[config.mk]
export PLATFORM = sky130hd
export DESIGN_NAME = rca_pipe_addsub
export DESIGN_NICKNAME = d
export VERILOG_FILES = /design/src/rtl/rca_pipe_addsub.sv
export SDC_FILE = /design/constraint.sdc
export NUM_CORES = 1
export LEC_CHECK = 0
export CAP_MARGIN = 20
export CORE_MARGIN = 5
export CORE_UTILIZATION = 49
export DETAILED_ROUTE_END_ITERATION = 10
export PLACE_DENSITY_LB_ADDON = 0.08
export SYNTH_ARGS = -nofsm -noshare
export SYNTH_HDL_FRONTEND = slang
export SYNTH_SLANG_ARGS = --single-unit
[constraint.sdc]
create_clock -name clk -period 2.7 [get_ports clk]
set_input_delay 0.675 -clock clk [delete_from_list [all_inputs] [get_ports clk]]
set_output_delay 0.675 -clock clk [all_outputs]
set_load 0.02 [all_outputs]
[src/rtl/rca_pipe_addsub.sv]
// ============================================================================
// Module   : rca_pipe_addsub
// Function : Pipelined ripple-carry adder/subtractor, one WIDTH/STAGES-bit chunk
//            per stage, valid/ready handshake on both sides.
// Revision : 1.0  initial release
// ============================================================================
`default_nettype none

module rca_pipe_addsub #(
    parameter int WIDTH  = 16,
    parameter int STAGES = 4
) (
    input  logic             clk,
    input  logic             rst,
    input  logic             in_valid,
    output logic             in_ready,
    input  logic [WIDTH-1:0] A,
    input  logic [WIDTH-1:0] B,
    input  logic             Cin,
    input  logic             sub,
    output logic             out_valid,
    input  logic             out_ready,
    output logic [WIDTH-1:0] Sum,
    output logic             Cout,
    output logic             Ovf
);

    localparam int c_chunk = WIDTH / STAGES;

    if (STAGES < 1 || WIDTH < STAGES || (WIDTH % STAGES) != 0) begin : g_bad_cfg
        $error("rca_pipe_addsub: WIDTH must be a nonzero multiple of STAGES");
    end

    // Index s holds the inputs of stage s; w_vld[STAGES] is the output valid.
    wire             w_vld [STAGES+1];
    wire [WIDTH-1:0] w_a   [STAGES];
    wire [WIDTH-1:0] w_b   [STAGES];
    wire [WIDTH-1:0] w_sum [STAGES];
    wire             w_sub [STAGES];
    wire             w_c   [STAGES];
    wire             w_adv;

    // The whole pipe moves as one; it only freezes behind a stalled result.
    assign w_adv     = out_ready | ~w_vld[STAGES];
    assign in_ready  = w_adv;
    assign out_valid = w_vld[STAGES];

    assign w_vld[0] = in_valid;
    assign w_a[0]   = A;
    assign w_b[0]   = B;
    assign w_sub[0] = sub;
    assign w_c[0]   = sub | Cin;
    assign w_sum[0] = '0;

    for (genvar s = 0; s < STAGES; s++) begin : g_stage
        localparam int c_lo = s * c_chunk;

        logic [WIDTH-1:0] w_sum_n;
        logic             w_co;
        logic             w_cmsb;

        always_comb begin
            logic w_carry;
            logic w_bx;
            w_carry = w_c[s];
            w_bx    = 1'b0;
            w_sum_n = w_sum[s];
            w_cmsb  = w_c[s];
            for (int i = 0; i < c_chunk; i++) begin
                w_bx               = w_b[s][c_lo+i] ^ w_sub[s];
                w_sum_n[c_lo+i]    = w_a[s][c_lo+i] ^ w_bx ^ w_carry;
                w_cmsb             = w_carry;
                w_carry            = (w_a[s][c_lo+i] & w_bx) |
                                     (w_carry & (w_a[s][c_lo+i] ^ w_bx));
            end
            w_co = w_carry;
        end

        if (s < STAGES - 1) begin : g_mid
            logic             r_vld;
            logic             r_sub;
            logic             r_c;
            logic [WIDTH-1:0] r_a;
            logic [WIDTH-1:0] r_b;
            logic [WIDTH-1:0] r_sum;
            logic             w_unused_cmsb;

            always_ff @(posedge clk) begin
                if (rst) begin
                    r_vld <= 1'b0;
                    r_sub <= 1'b0;
                    r_c   <= 1'b0;
                    r_a   <= '0;
                    r_b   <= '0;
                    r_sum <= '0;
                end else if (w_adv) begin
                    r_vld <= w_vld[s];
                    r_sub <= w_sub[s];
                    r_c   <= w_co;
                    r_a   <= w_a[s];
                    r_b   <= w_b[s];
                    r_sum <= w_sum_n;
                end
            end

            assign w_vld[s+1] = r_vld;
            assign w_sub[s+1] = r_sub;
            assign w_c[s+1]   = r_c;
            assign w_a[s+1]   = r_a;
            assign w_b[s+1]   = r_b;
            assign w_sum[s+1] = r_sum;
            assign w_unused_cmsb = w_cmsb;
        end else begin : g_last
            logic             r_vld;
            logic             r_cout;
            logic             r_ovf;
            logic [WIDTH-1:0] r_sum;

            // Result registers keep the last retired value across bubbles.
            always_ff @(posedge clk) begin
                if (rst) begin
                    r_vld  <= 1'b0;
                    r_cout <= 1'b0;
                    r_ovf  <= 1'b0;
                    r_sum  <= '0;
                end else if (w_adv) begin
                    r_vld <= w_vld[s];
                    if (w_vld[s]) begin
                        r_sum  <= w_sum_n;
                        r_cout <= w_co;
                        r_ovf  <= w_co ^ w_cmsb;
                    end
                end
            end

            assign w_vld[STAGES] = r_vld;
            assign Sum           = r_sum;
            assign Cout          = r_cout;
            assign Ovf           = r_ovf;
        end
    end

endmodule

`default_nettype wire

==> results by group, run 1 <==
Placement
  – HPWL Detailed: 5050 µm
  – Placed insts: 615
  – Final GP Congestion: 0.724
  – # port buffers: 57
  – Pre-CTS setup slack: -0.485 ns

Clock tree
  – CTS tree: done
  – Setup Fix Bufs, Post-CTS: 0
  – Clock Tree Buf Depth: 2
  – CTS sink count: 100
  – CTS hold repair buffers: 0
  – TritonCTS Buffers: 9
  – H-tree Lvls: 3
  – Root Driver: clkbuf_8
  – Worst-path clk slew: 0.09 ns
  – Clk_lat worst skew: 0.35 ns

Finish
  – Area growth, synth to finish: 19.4%
  – Nets: 575
  – Commonest non-fill, non-tap cell in the layout: nand2_1
  – Antenna diodes: 0
  – Non-filler cells, final: 631
  – Most frequent cells in the layout: nand2_1, dfxtp_1, a21oi_1
  – Layout cells sized above 1: 5.89%

Critical path
  – Worst r2r dst: Sum[15]$_SDFFE_PP0P_
  – Worst EP arrival: 1.98 ns
  – Critical path type: primary input to output pin
  – R2R setup slack: 0.33 ns
  – CP max FO: 2
  – CP startpoint: out_ready
  – Top cell by count, worst path: clkdlybuf4s50_1
  – Critical-path cell list: clkdlybuf4s50_1, nor2b_4, inv_2, clkdlybuf4s50_1
  – CP endpoint kind: output pin
  – Worst stage delay on the critical path: 0.62 ns
  – Worst setup SP type: primary input
  – Worst path buffer plus inverter count: 3
  – Slowest stage cell, crit path: clkdlybuf4s50_1
  – WP data required: 2.03 ns
  – Reg2reg start: g_stage[2].g_mid.r_b[12]$_SDFFE_PP0N_
  – Worst R2R Path Depth: 9
  – Kind of cell adding the most delay to the critical path: buffers and inverters

Die
  – Chip Height: 101 µm
  – Io pins: 58
  – Core Box Area: 8130 µm²
  – Row cnt: 33
  – Die width: 101 µm
  – Die area: 10200 µm²
  – Initial Utilization: 49.8%

Timing
  – Final min period: 2.65 ns
  – Endpoints failing setup: 0
  – Slew margin rel.: 40.8%
  – Setup WS post-layout: 0.0485 ns
  – Fin Setup TNS: 0 ns
  – Count of final hold-check violations: 0
  – Fraction of the cycle the final worst path needs: 98.2%
  – Max Freq: 377 MHz
  – Final setup skew: 0.00812 ns
  – Slew Viols, Final: 0
  – RSZ-0062 raised after global routing: no
  – Slew @ Worst Pin: 0.888 ns

Min path
  – Min-Delay Path Class: flip-flop to flip-flop
  – Hold Crit Start: g_stage[1].g_mid.r_sum[0]$_SDFFE_PP0N_
  – Hold path cells: 2
  – Hold Path Sink: g_stage[1].g_mid.r_sum[0]$_SDFFE_PP0N_

Synth
  – Syn Area/Cell: 8.35 µm²
  – Post-synthesis cell type count: 18
  – Sequential share of the synthesized area: 49.4%
  – Mapped cell area: 4050 µm²
  – YS warnings: 0
  – #FFs+latches synth: 100
  – Synth Instances: 485
  – Mapped Nets: 539

Power
  – PD cells: 589 nW/µm²
  – Peak VDD IR: 285 µV
  – Static Leak: 1.85 nW

Global routing
  – Largest net degree at the start of global routing: 107
  – First-pass GRT wire length: 13300 µm
  – Vias in the first global route: 2970
  – Initial antenna violation count: 0
  – Grt ovf: 0
  – GRT Util Overall: 16.2%

Drt
  – 1st-pass router iterations: 6
  – Number of vias in the routed layout: 3079
  – Via-to-Cell Ratio: 4.88
  – Routed length per placed instance: 12.5 µm
  – Post-Route WL: 7890 µm
  – Residual DRC count: 0
  – Number of routed nets with antenna violations: 0
  – Starting DRT DRC Count: 138

Flow run
  – Max-Cap Viols: 0

Status
  – Run status: complete, no violations
[cells by family after synthesis]
kind of cell             Yosys count  share of synthesized area (%)
buffers and inverters             59                           6.86
flip-flops                       100                           49.4
AND/OR/NAND/NOR                  175                           17.0
adder cells (fa/ha/maj)           16                           7.91
AO/OA/AOI/OAI                    118                           15.1
XOR/XNOR                          17                           3.68
[routing by layer]
metal  track usage (%)  part of all wire (%)  wire length, µm  vias up
li1                  -                     -                -     1623
met3              3.39                   3.7              291        8
met2              27.2                    47             3690       50
met4              6.24                   1.3              105        0
met5                 0                     0                0        -
met1              20.5                    48             3800     1398
[cells in the mapped netlist, drive strengths merged]
master  instances  share of area, %
clkbuf         16               1.5
o21ai          16               2.0
nor2b           1              0.34
buf            23               3.5
a211oi          8               1.5
inv            20               1.9
dfxtp         100                49
a21oi          94                12
nand3          16               2.0
xor2            8               1.7
nor2            7              0.65
xnor2           9               1.9
or2             1              0.15
fa             16               7.9
nand2         150                14
[state kept, by name (all words and copies together), names as in the netlist]
register	count
g_stage.g_mid.r_a	24
g_stage.g_mid.r_b	24
g_stage.g_mid.r_sum	24
Sum	16
g_stage.g_mid.r_c	3
g_stage.g_mid.r_sub	3
g_stage.g_mid.r_vld	3
Cout	1
Ovf	1
out_valid	1
[tightest hold or removal path, cell delays in order (launching register included)]
cell and delay, ns:
dfxtp_1 0.32, nand2_1 0.05, a21oi_1 0.05
[metrics by stage]
| stage | hold slack, ns | power (mW) | instance area, µm² | util, % |
|---|---|---|---|---|
| after floorplan | 0.432 | 1.81 | 4050 | - |
| after global placement | 0.440 | 1.92 | 4620 | 56.8 |
| after detailed placement | 0.445 | 1.93 | 4620 | 56.8 |
| after CTS | 0.457 | 2.89 | 4830 | 59.3 |
| after global routing | 0.466 | 3.00 | 4830 | 59.4 |
| final | 0.453 | 2.85 | 4830 | 59.4 |
[power breakdown]
group | total [mW] | internal, mW | switching [mW] | leakage (nW)
logic | 0.288 | 0.145 | 0.143 | 0.926
clock network | 0.952 | 0.477 | 0.475 | 0.102
registers | 1.61 | 1.56 | 0.0473 | 0.822
[cell type report]
type	instances	area, µm²
well taps	105	131
clock buffers	12	155
multi-input cells	326	1780
inverters	20	75.1
clock inverters	4	47.5
repair buffers	64	644
fillers	773	3300
flip-flops and latches	100	2000
[worst max-delay path by stage]
stage / end / slack [ns] / depth (start not counted)
floorplan: g_stage[0].g_mid.r_sum[3]$_SDFFE_PP0N_ / 0.02 / 10
global placement: g_stage[0].g_mid.r_sum[3]$_SDFFE_PP0N_ / -0.39 / 10
detailed placement: g_stage[0].g_mid.r_sum[3]$_SDFFE_PP0N_ / -0.48 / 10
CTS: g_stage[0].g_mid.r_sum[3]$_SDFFE_PP0N_ / 0.03 / 10
global route: in_ready / 0.02 / 4
finish: in_ready / 0.05 / 4
[what timing repair did]
item | CTS | global route
hold endpoints to repair | 0 | 0
pin swaps | 2 | 5
resized for setup | 3 | 5
endpoints found under the setup margin | 1 | 1
Note: power is estimated with default switching activity, not from simulation.
==> run 2, diff against run 1 <==
- ABC_CLOCK_PERIOD_IN_PS: unset -> 2430
- RECOVER_POWER: unset -> 25
- clock period: 2.7 -> 2.43 ns (I/O delays scaled with it)
==> results by group, run 2 (synthesized netlist as in run 1, its figures left out) <==
Critical path
  – Worst r2r dst: Ovf$_SDFFE_PP0P_
  – Reg2reg start: g_stage[2].g_mid.r_sub$_SDFFE_PP0N_
  – CP max FO: 1 (-1)
  – Critical-path cell list: dlygate4sd2_1, or2_4, fa_2, inv_2, fa_2, fa_2, inv_2, fa_1, nand2_1, a21oi_2
  – Worst EP arrival: 2.68 ns (+0.70 ns)
  – WP data required: 2.72 ns (+0.69 ns)
  – Critical path type: primary input to flip-flop
  – Top cell by count, worst path: fa_2
  – Slowest stage cell, crit path: fa_1
  – Worst stage delay on the critical path: 0.52 ns (-0.10 ns)
  – Worst R2R Path Depth: 10 (+1)
  – CP startpoint: Cin
  – Worst setup SP type: primary input
  – R2R setup slack: 0.14 ns (-0.19 ns)
  – CP endpoint kind: flip-flop
  – Crit path to: g_stage[0].g_mid.r_sum[3]$_SDFFE_PP0N_

Clock tree
  – Worst-path clk slew: 0.09 ns (about the same)
  – H-tree Lvls: 3 (unchanged)
  – CTS hold repair buffers: 0 (unchanged)
  – CTS sink count: 100 (unchanged)
  – Clk_lat worst skew: 0.36 ns (about the same)
  – Root Driver: clkbuf_8
  – Setup Fix Bufs, Post-CTS: 0 (unchanged)
  – Clock Tree Buf Depth: 2 (unchanged)
  – CTS tree: done
  – TritonCTS Buffers: 9 (unchanged)

Finish
  – Nets: 580 (+0.87%)
  – Largest registers: g_stage.g_mid.r_a (24), g_stage.g_mid.r_b (24), g_stage.g_mid.r_sum (24)
  – Layout cells sized above 1: 7.16% (+1.3 points)
  – Antenna diodes: 0 (unchanged)
  – Most frequent cells in the layout: nand2_1, dfxtp_1, a21oi_1
  – Commonest non-fill, non-tap cell in the layout: nand2_1
  – Non-filler cells, final: 636 (+0.79%)
  – Area growth, synth to finish: 21.5%

Global routing
  – Initial antenna violation count: 0 (unchanged)
  – Grt ovf: 0 (unchanged)
  – Vias in the first global route: 3143 (+5.8%)
  – GRT Util Overall: 17.5% (+1.3 points)
  – First-pass GRT wire length: 14400 µm (+8.1%)
  – Largest net degree at the start of global routing: 91 (-15%)

Drt
  – Starting DRT DRC Count: 112 (-19%)
  – Routed length per placed instance: 13.2 µm (+5.3%)
  – Post-Route WL: 8380 µm (+6.1%)
  – 1st-pass router iterations: 4 (-2)
  – Residual DRC count: 0 (unchanged)
  – Number of routed nets with antenna violations: 0 (unchanged)
  – Via-to-Cell Ratio: 5.01 (+2.8%)
  – Number of vias in the routed layout: 3189 (+3.6%)

Min path
  – Min-Delay Path Class: flip-flop to flip-flop

Die
  – Die area: 10200 µm² (unchanged)
  – Initial Utilization: 49.8% (unchanged)
  – Row cnt: 33 (unchanged)
  – Chip Height: 101 µm (unchanged)
  – Io pins: 58 (unchanged)
  – Die width: 101 µm (unchanged)
  – Core Box Area: 8130 µm² (unchanged)

Placement
  – # port buffers: 57 (unchanged)
  – Final GP Congestion: 0.784 (+8.4%)
  – Placed insts: 620 (+0.81%)
  – HPWL Detailed: 5510 µm (+9.0%)
  – Pre-CTS setup slack: -0.600 ns (-0.115 ns)

Power
  – PD cells: 680 nW/µm² (+15%)
  – Peak VDD IR: 334 µV (+17%)
  – Static Leak: 1.89 nW (+2.0%)

Timing
  – Max Freq: 419 MHz
  – RSZ-0062 raised after global routing: yes
  – Slew margin rel.: 63.0% (+22 points)
  – Count of final hold-check violations: 0 (unchanged)
  – Final setup skew: 0.00939 ns (+0.00128 ns)
  – Setup WS post-layout: 0.0423 ns (-0.00619 ns)
  – Fraction of the cycle the final worst path needs: 98.3%
  – Slew Viols, Final: 0 (unchanged)
  – Final min period: 2.39 ns
  – Hold slack: 0.454 ns (+0.000957 ns)
  – Endpoints failing setup: 0 (unchanged)
  – Slew @ Worst Pin: 0.555 ns (-0.334 ns)

Status
  – Run status: complete, no violations

Flow run
  – Max-Cap Viols: 0 (unchanged)
[run 2: final cells by class]
class / count / area (µm²)
Inverter: 20 / 75.1
Clock inverter: 5 / 100
Clock buffer: 11 / 131
Sequential cell: 100 / 2000
Tap cell: 105 / 131
Multi-Input combinational cell: 326 / 1790
Timing Repair Buffer: 69 / 687
Fill cell: 746 / 3210
[run 2: routing by layer]
metal  up-vias  part of all wire [%]  GRT usage [%]
met5         -                     0              0
met4         0                   1.7           6.75
met3        11                   3.5           3.04
met2        50                    49           29.4
met1      1497                    46           22.5
li1       1631                     -              -
[run 2: critical path: cells and delay by family]
kind / cells / cell delay (ns)
compound gates: 1 / 0.13
fa+ha+maj: 4 / 1.30
buf+inv: 3 / 0.33
simple gates: 2 / 0.32
[run 2: power by group]
part / internal, mW / switching [mW]
clock network: 0.682 / 0.553
registers: 1.73 / 0.0513
logic: 0.163 / 0.162
total: 2.58 / 0.766
[run 2: repair_timing]
| item | in CTS | in global routing |
|---|---|---|
| cloned | 0 | 0 |
| pin swaps | 7 | 3 |
| resized for setup | 10 | 2 |
| endpoints found under the hold margin | 0 | 0 |
| endpoints found under the setup margin | 3 | 3 |
[run 2: worst min path at each step]
stage                                            from                                endpoint  slack (ns)  cells after the start
6_report        g_stage[0].g_mid.r_a[13]$_SDFFE_PP0N_   g_stage[0].g_mid.r_a[13]$_SDFFE_PP0N_        0.45                      2
5_1_grt        g_stage[2].g_mid.r_sum[2]$_SDFFE_PP0N_  g_stage[2].g_mid.r_sum[2]$_SDFFE_PP0N_        0.48                      2
4_1_cts        g_stage[1].g_mid.r_sum[0]$_SDFFE_PP0N_  g_stage[1].g_mid.r_sum[0]$_SDFFE_PP0N_        0.46                      2
3_5_place_dp   g_stage[1].g_mid.r_sum[0]$_SDFFE_PP0N_  g_stage[1].g_mid.r_sum[0]$_SDFFE_PP0N_        0.44                      2
3_3_place_gp   g_stage[2].g_mid.r_sum[1]$_SDFFE_PP0N_  g_stage[2].g_mid.r_sum[1]$_SDFFE_PP0N_        0.44                      2
2_1_floorplan    g_stage[0].g_mid.r_a[5]$_SDFFE_PP0N_    g_stage[0].g_mid.r_a[5]$_SDFFE_PP0N_        0.43                      2
[run 2: per-stage QoR]
step	setup TNS [ns]	util [%]	area [µm²]	power, mW
2_1_floorplan	-0.0834	-	4070	2.01
3_3_place_gp	-1.38	57.6	4690	2.14
3_5_place_dp	-1.45	57.6	4690	2.15
4_1_cts	0	60.4	4920	3.37
5_1_grt	-0.0500	60.5	4920	3.48
6_report	0	60.5	4920	3.34
==> run 3, diff against run 2 <==
- ABC_AREA: unset -> 1
- ABC_CLOCK_PERIOD_IN_PS: 2430 -> 2700
- CORE_UTILIZATION: 49 -> 54
- SETUP_SLACK_MARGIN: unset -> 0.1
- clock period: 2.43 -> 2.7 ns (I/O delays scaled with it)
==> results by group, run 3 <==
Die
  – Die width: 98.2 µm (-2.7%)
  – Io pins: 58 (unchanged)
  – Row cnt: 32 (-3.0%)
  – Chip Height: 98.2 µm (-2.7%)
  – Core Box Area: 7650 µm² (-6.0%)
  – Initial Utilization: 54.9% (+5.2 points)
  – Die area: 9640 µm² (-5.3%)

Synth
  – Mapped cell area: 4200 µm² (+3.8%)
  – Syn Area/Cell: 8.05 µm² (-3.6%)
  – Most instantiated cells after synthesis: nor2_1, dfxtp_1, o21ai_0
  – Largest cells by area after synthesis: dfxtp_1, nor2_1, o21ai_0
  – #FFs+latches synth: 100 (unchanged)
  – Synth Instances: 522 (+7.6%)
  – Number of synthesized flops with an enable pin: 0 (unchanged)
  – Sequential share of the synthesized area: 47.6% (-1.8 points)
  – Most numerous cell in the Yosys netlist: nor2_1
  – Synth Flop Type: dfxtp_1
  – Synth area leader: dfxtp_1
  – Mapped Nets: 576 (+6.9%)
  – Area share of the largest cell type after synthesis: 47.6% (-1.8 points)
  – Post-synthesis cell type count: 20 (+2)
  – YS warnings: 0 (unchanged)
  – Asr flop ratio synth: 0% (unchanged)

Drt
  – Number of vias in the routed layout: 3262 (+2.3%)
  – Routed length per placed instance: 11.3 µm (-14%)
  – 1st-pass router iterations: 5 (+1)
  – Starting DRT DRC Count: 188 (+68%)
  – Residual DRC count: 0 (unchanged)
  – Number of routed nets with antenna violations: 0 (unchanged)
  – Via-to-Cell Ratio: 4.89 (-2.5%)
  – WL met2: 3340 µm (-18%)
  – M1 WL: 3780 µm (-1.6%)
  – Post-Route WL: 7530 µm (-10%)
  – Highest Signal Layer: met4
  – Met3 wire len: 290 µm (-0.68%)

Power
  – Switching fraction of total power: 26.7% (+3.8 points)
  – Psw: 0.789 mW (+3.0%)
  – Static Leak: 2.01 nW (+6.7%)
  – Internal power: 2.17 mW (-16%)
  – Combinational share of power: 14.3% (+4.6 points)
  – PD cells: 596 nW/µm² (-12%)
  – Clk pwr share: 30.4% (-6.5 points)
  – Peak VDD IR: 384 µV (+15%)
  – Sequential share of power: 55.3% (+1.9 points)

Critical path
  – CP max FO: 2 (+1)
  – Worst stage delay on the critical path: 0.59 ns (+0.07 ns)
  – CP endpoint kind: output pin
  – Slowest stage cell, crit path: clkdlybuf4s50_1
  – Critical-path cell list: dlygate4sd3_1, inv_1, nand2_4, clkdlybuf4s50_1
  – Reg2reg start: g_stage[2].g_mid.r_b[12]$_SDFFE_PP0N_
  – CP startpoint: out_ready
  – WP data required: 2.03 ns (-0.69 ns)
  – Worst EP arrival: 1.90 ns (-0.78 ns)
  – Worst setup SP type: primary input
  – Critical path type: primary input to output pin

Timing
  – Final min period: 2.57 ns
  – RSZ-0062 raised after global routing: no
  – Setup WS post-layout: 0.129 ns (+0.0870 ns)
  – Count of final hold-check violations: 0 (unchanged)
  – Final setup skew: 0.0124 ns (+0.00302 ns)
  – Slew Viols, Final: 0 (unchanged)
  – Fin Setup TNS: 0 ns (unchanged)
  – Endpoints failing setup: 0 (unchanged)
  – Max Freq: 389 MHz
  – Slew margin rel.: 26.9% (-36 points)
  – Slew @ Worst Pin: 1.10 ns (+0.542 ns)
  – Fraction of the cycle the final worst path needs: 95.2%

Global routing
  – GRT Util Overall: 16.3% (-1.2 points)
  – Grt ovf: 0 (unchanged)
  – First-pass GRT wire length: 13300 µm (-7.1%)
  – Vias in the first global route: 3109 (-1.1%)
  – Largest net degree at the start of global routing: 119 (+31%)
  – Initial antenna violation count: 0 (unchanged)

Clock tree
  – Setup Fix Bufs, Post-CTS: 0 (unchanged)
  – Worst-path clk slew: 0.09 ns (about the same)
  – TritonCTS Buffers: 9 (unchanged)
  – CTS tree: done
  – Clk_lat worst skew: 0.36 ns (about the same)
  – Root Driver: clkbuf_8
  – CTS sink count: 100 (unchanged)
  – Clock Tree Buf Depth: 2 (unchanged)
  – H-tree Lvls: 3 (unchanged)

Placement
  – HPWL Detailed: 4730 µm (-14%)
  – Placed instance area: 4800 µm² (+2.5%)
  – Placed insts: 651 (+5.0%)
  – Pre-CTS setup slack: -0.426 ns (+0.174 ns)
  – # port buffers: 57 (unchanged)
  – Final GP Congestion: 0.751 (-4.2%)

Finish
  – Area growth, synth to finish: 18.0%
  – Nets: 614 (+5.9%)
  – Largest registers: g_stage.g_mid.r_a (24), g_stage.g_mid.r_b (24), g_stage.g_mid.r_sum (24)
  – Antenna diodes: 0 (unchanged)
  – Most frequent cells in the layout: nor2_1, dfxtp_1, o21ai_0
  – Fin area: 4960 µm² (+0.76%)
  – Non-filler cells, final: 667 (+4.9%)
  – Layout cells sized above 1: 6.02% (-1.1 points)
  – Commonest non-fill, non-tap cell in the layout: nor2_1
  – Utilization after layout: 64.8% (+4.3 points)

Status
  – Run status: complete, no violations

Min path
  – Hold Crit Start: Sum[4]$_SDFFE_PP0P_
  – Min-Delay Path Class: flip-flop to flip-flop

Flow run
  – Max-Cap Viols: 0 (unchanged)
==> run 3: cell count changes after synthesis, sizes merged <==
cell | before | now
xnor2 | 9 | 8
o21ai | 16 | 81
a21oi | 94 | 18
inv | 20 | 29
nand2 | 150 | 24
nor2 | 7 | 181
a211oi | 8 | 0
nand3 | 16 | 3
nor2b | 1 | 0
nand3b | 0 | 14
==> run 3: routing by layer <==
metal  GRT usage (%)  up-vias
li1                -     1699
met5               0        -
met1            22.2     1495
met4            5.36        0
met3            3.14       11
met2            26.2       57
==> run 3: kinds of logic after synthesis <==
logic type,synth area share [%]
AND/OR/NAND/NOR,21.4
flip-flops,47.6
AO/OA/AOI/OAI,11.8
buffers and inverters,8.22
XOR/XNOR,3.34
adder cells (fa/ha/maj),7.62
==> run 3: path summary, 6_finish.rpt <==
kind	to	slack, ns	cells after the start
setup / recovery	in_ready	0.13	4
hold / removal	Sum[4]$_SDFFE_PP0P_	0.48	2
hold reg to reg	Sum[4]$_SDFFE_PP0P_	0.48	2
setup reg to reg	Sum[15]$_SDFFE_PP0P_	0.20	10
==> run 3: worst max-delay path: cells and delay by family <==
kind | cells | cell delay (ns)
buffers and inverters | 3 | 1.17
and+or+nand+nor | 1 | 0.05
==> run 3: through the flow <==
stage	hold slack (ns)	power (mW)
2_1_floorplan	0.448	1.94
6_report	0.484	2.96
3_3_place_gp	0.458	2.08
3_5_place_dp	0.463	2.09
5_1_grt	0.513	3.13
4_1_cts	0.488	3.00
==> run 3: cell type report <==
class / instances / area [µm²]
repair buffers: 66 / 648
flip-flops and latches: 100 / 2000
multi-input cells: 354 / 1870
fillers: 693 / 2690
clock buffers: 10 / 138
well taps: 102 / 128
clock inverters: 6 / 53.8
inverters: 29 / 114
==> run 3: timing repair <==
| action | CTS | global route |
|---|---|---|
| gates resized for setup | 2 | 2 |
| pin swaps | 1 | 1 |
| setup endpoints to repair | 1 | 1 |
| hold buffers | 0 | 0 |
==> run 3: power groups by stage <==
stage | clock network [mW] | logic [mW] | registers (mW)
floorplan | 0 | 0.276 | 1.67
global placement | 0 | 0.415 | 1.66
detailed placement | 0 | 0.428 | 1.67
CTS | 0.939 | 0.430 | 1.63
global route | 0.999 | 0.485 | 1.65
finish | 0.900 | 0.423 | 1.63
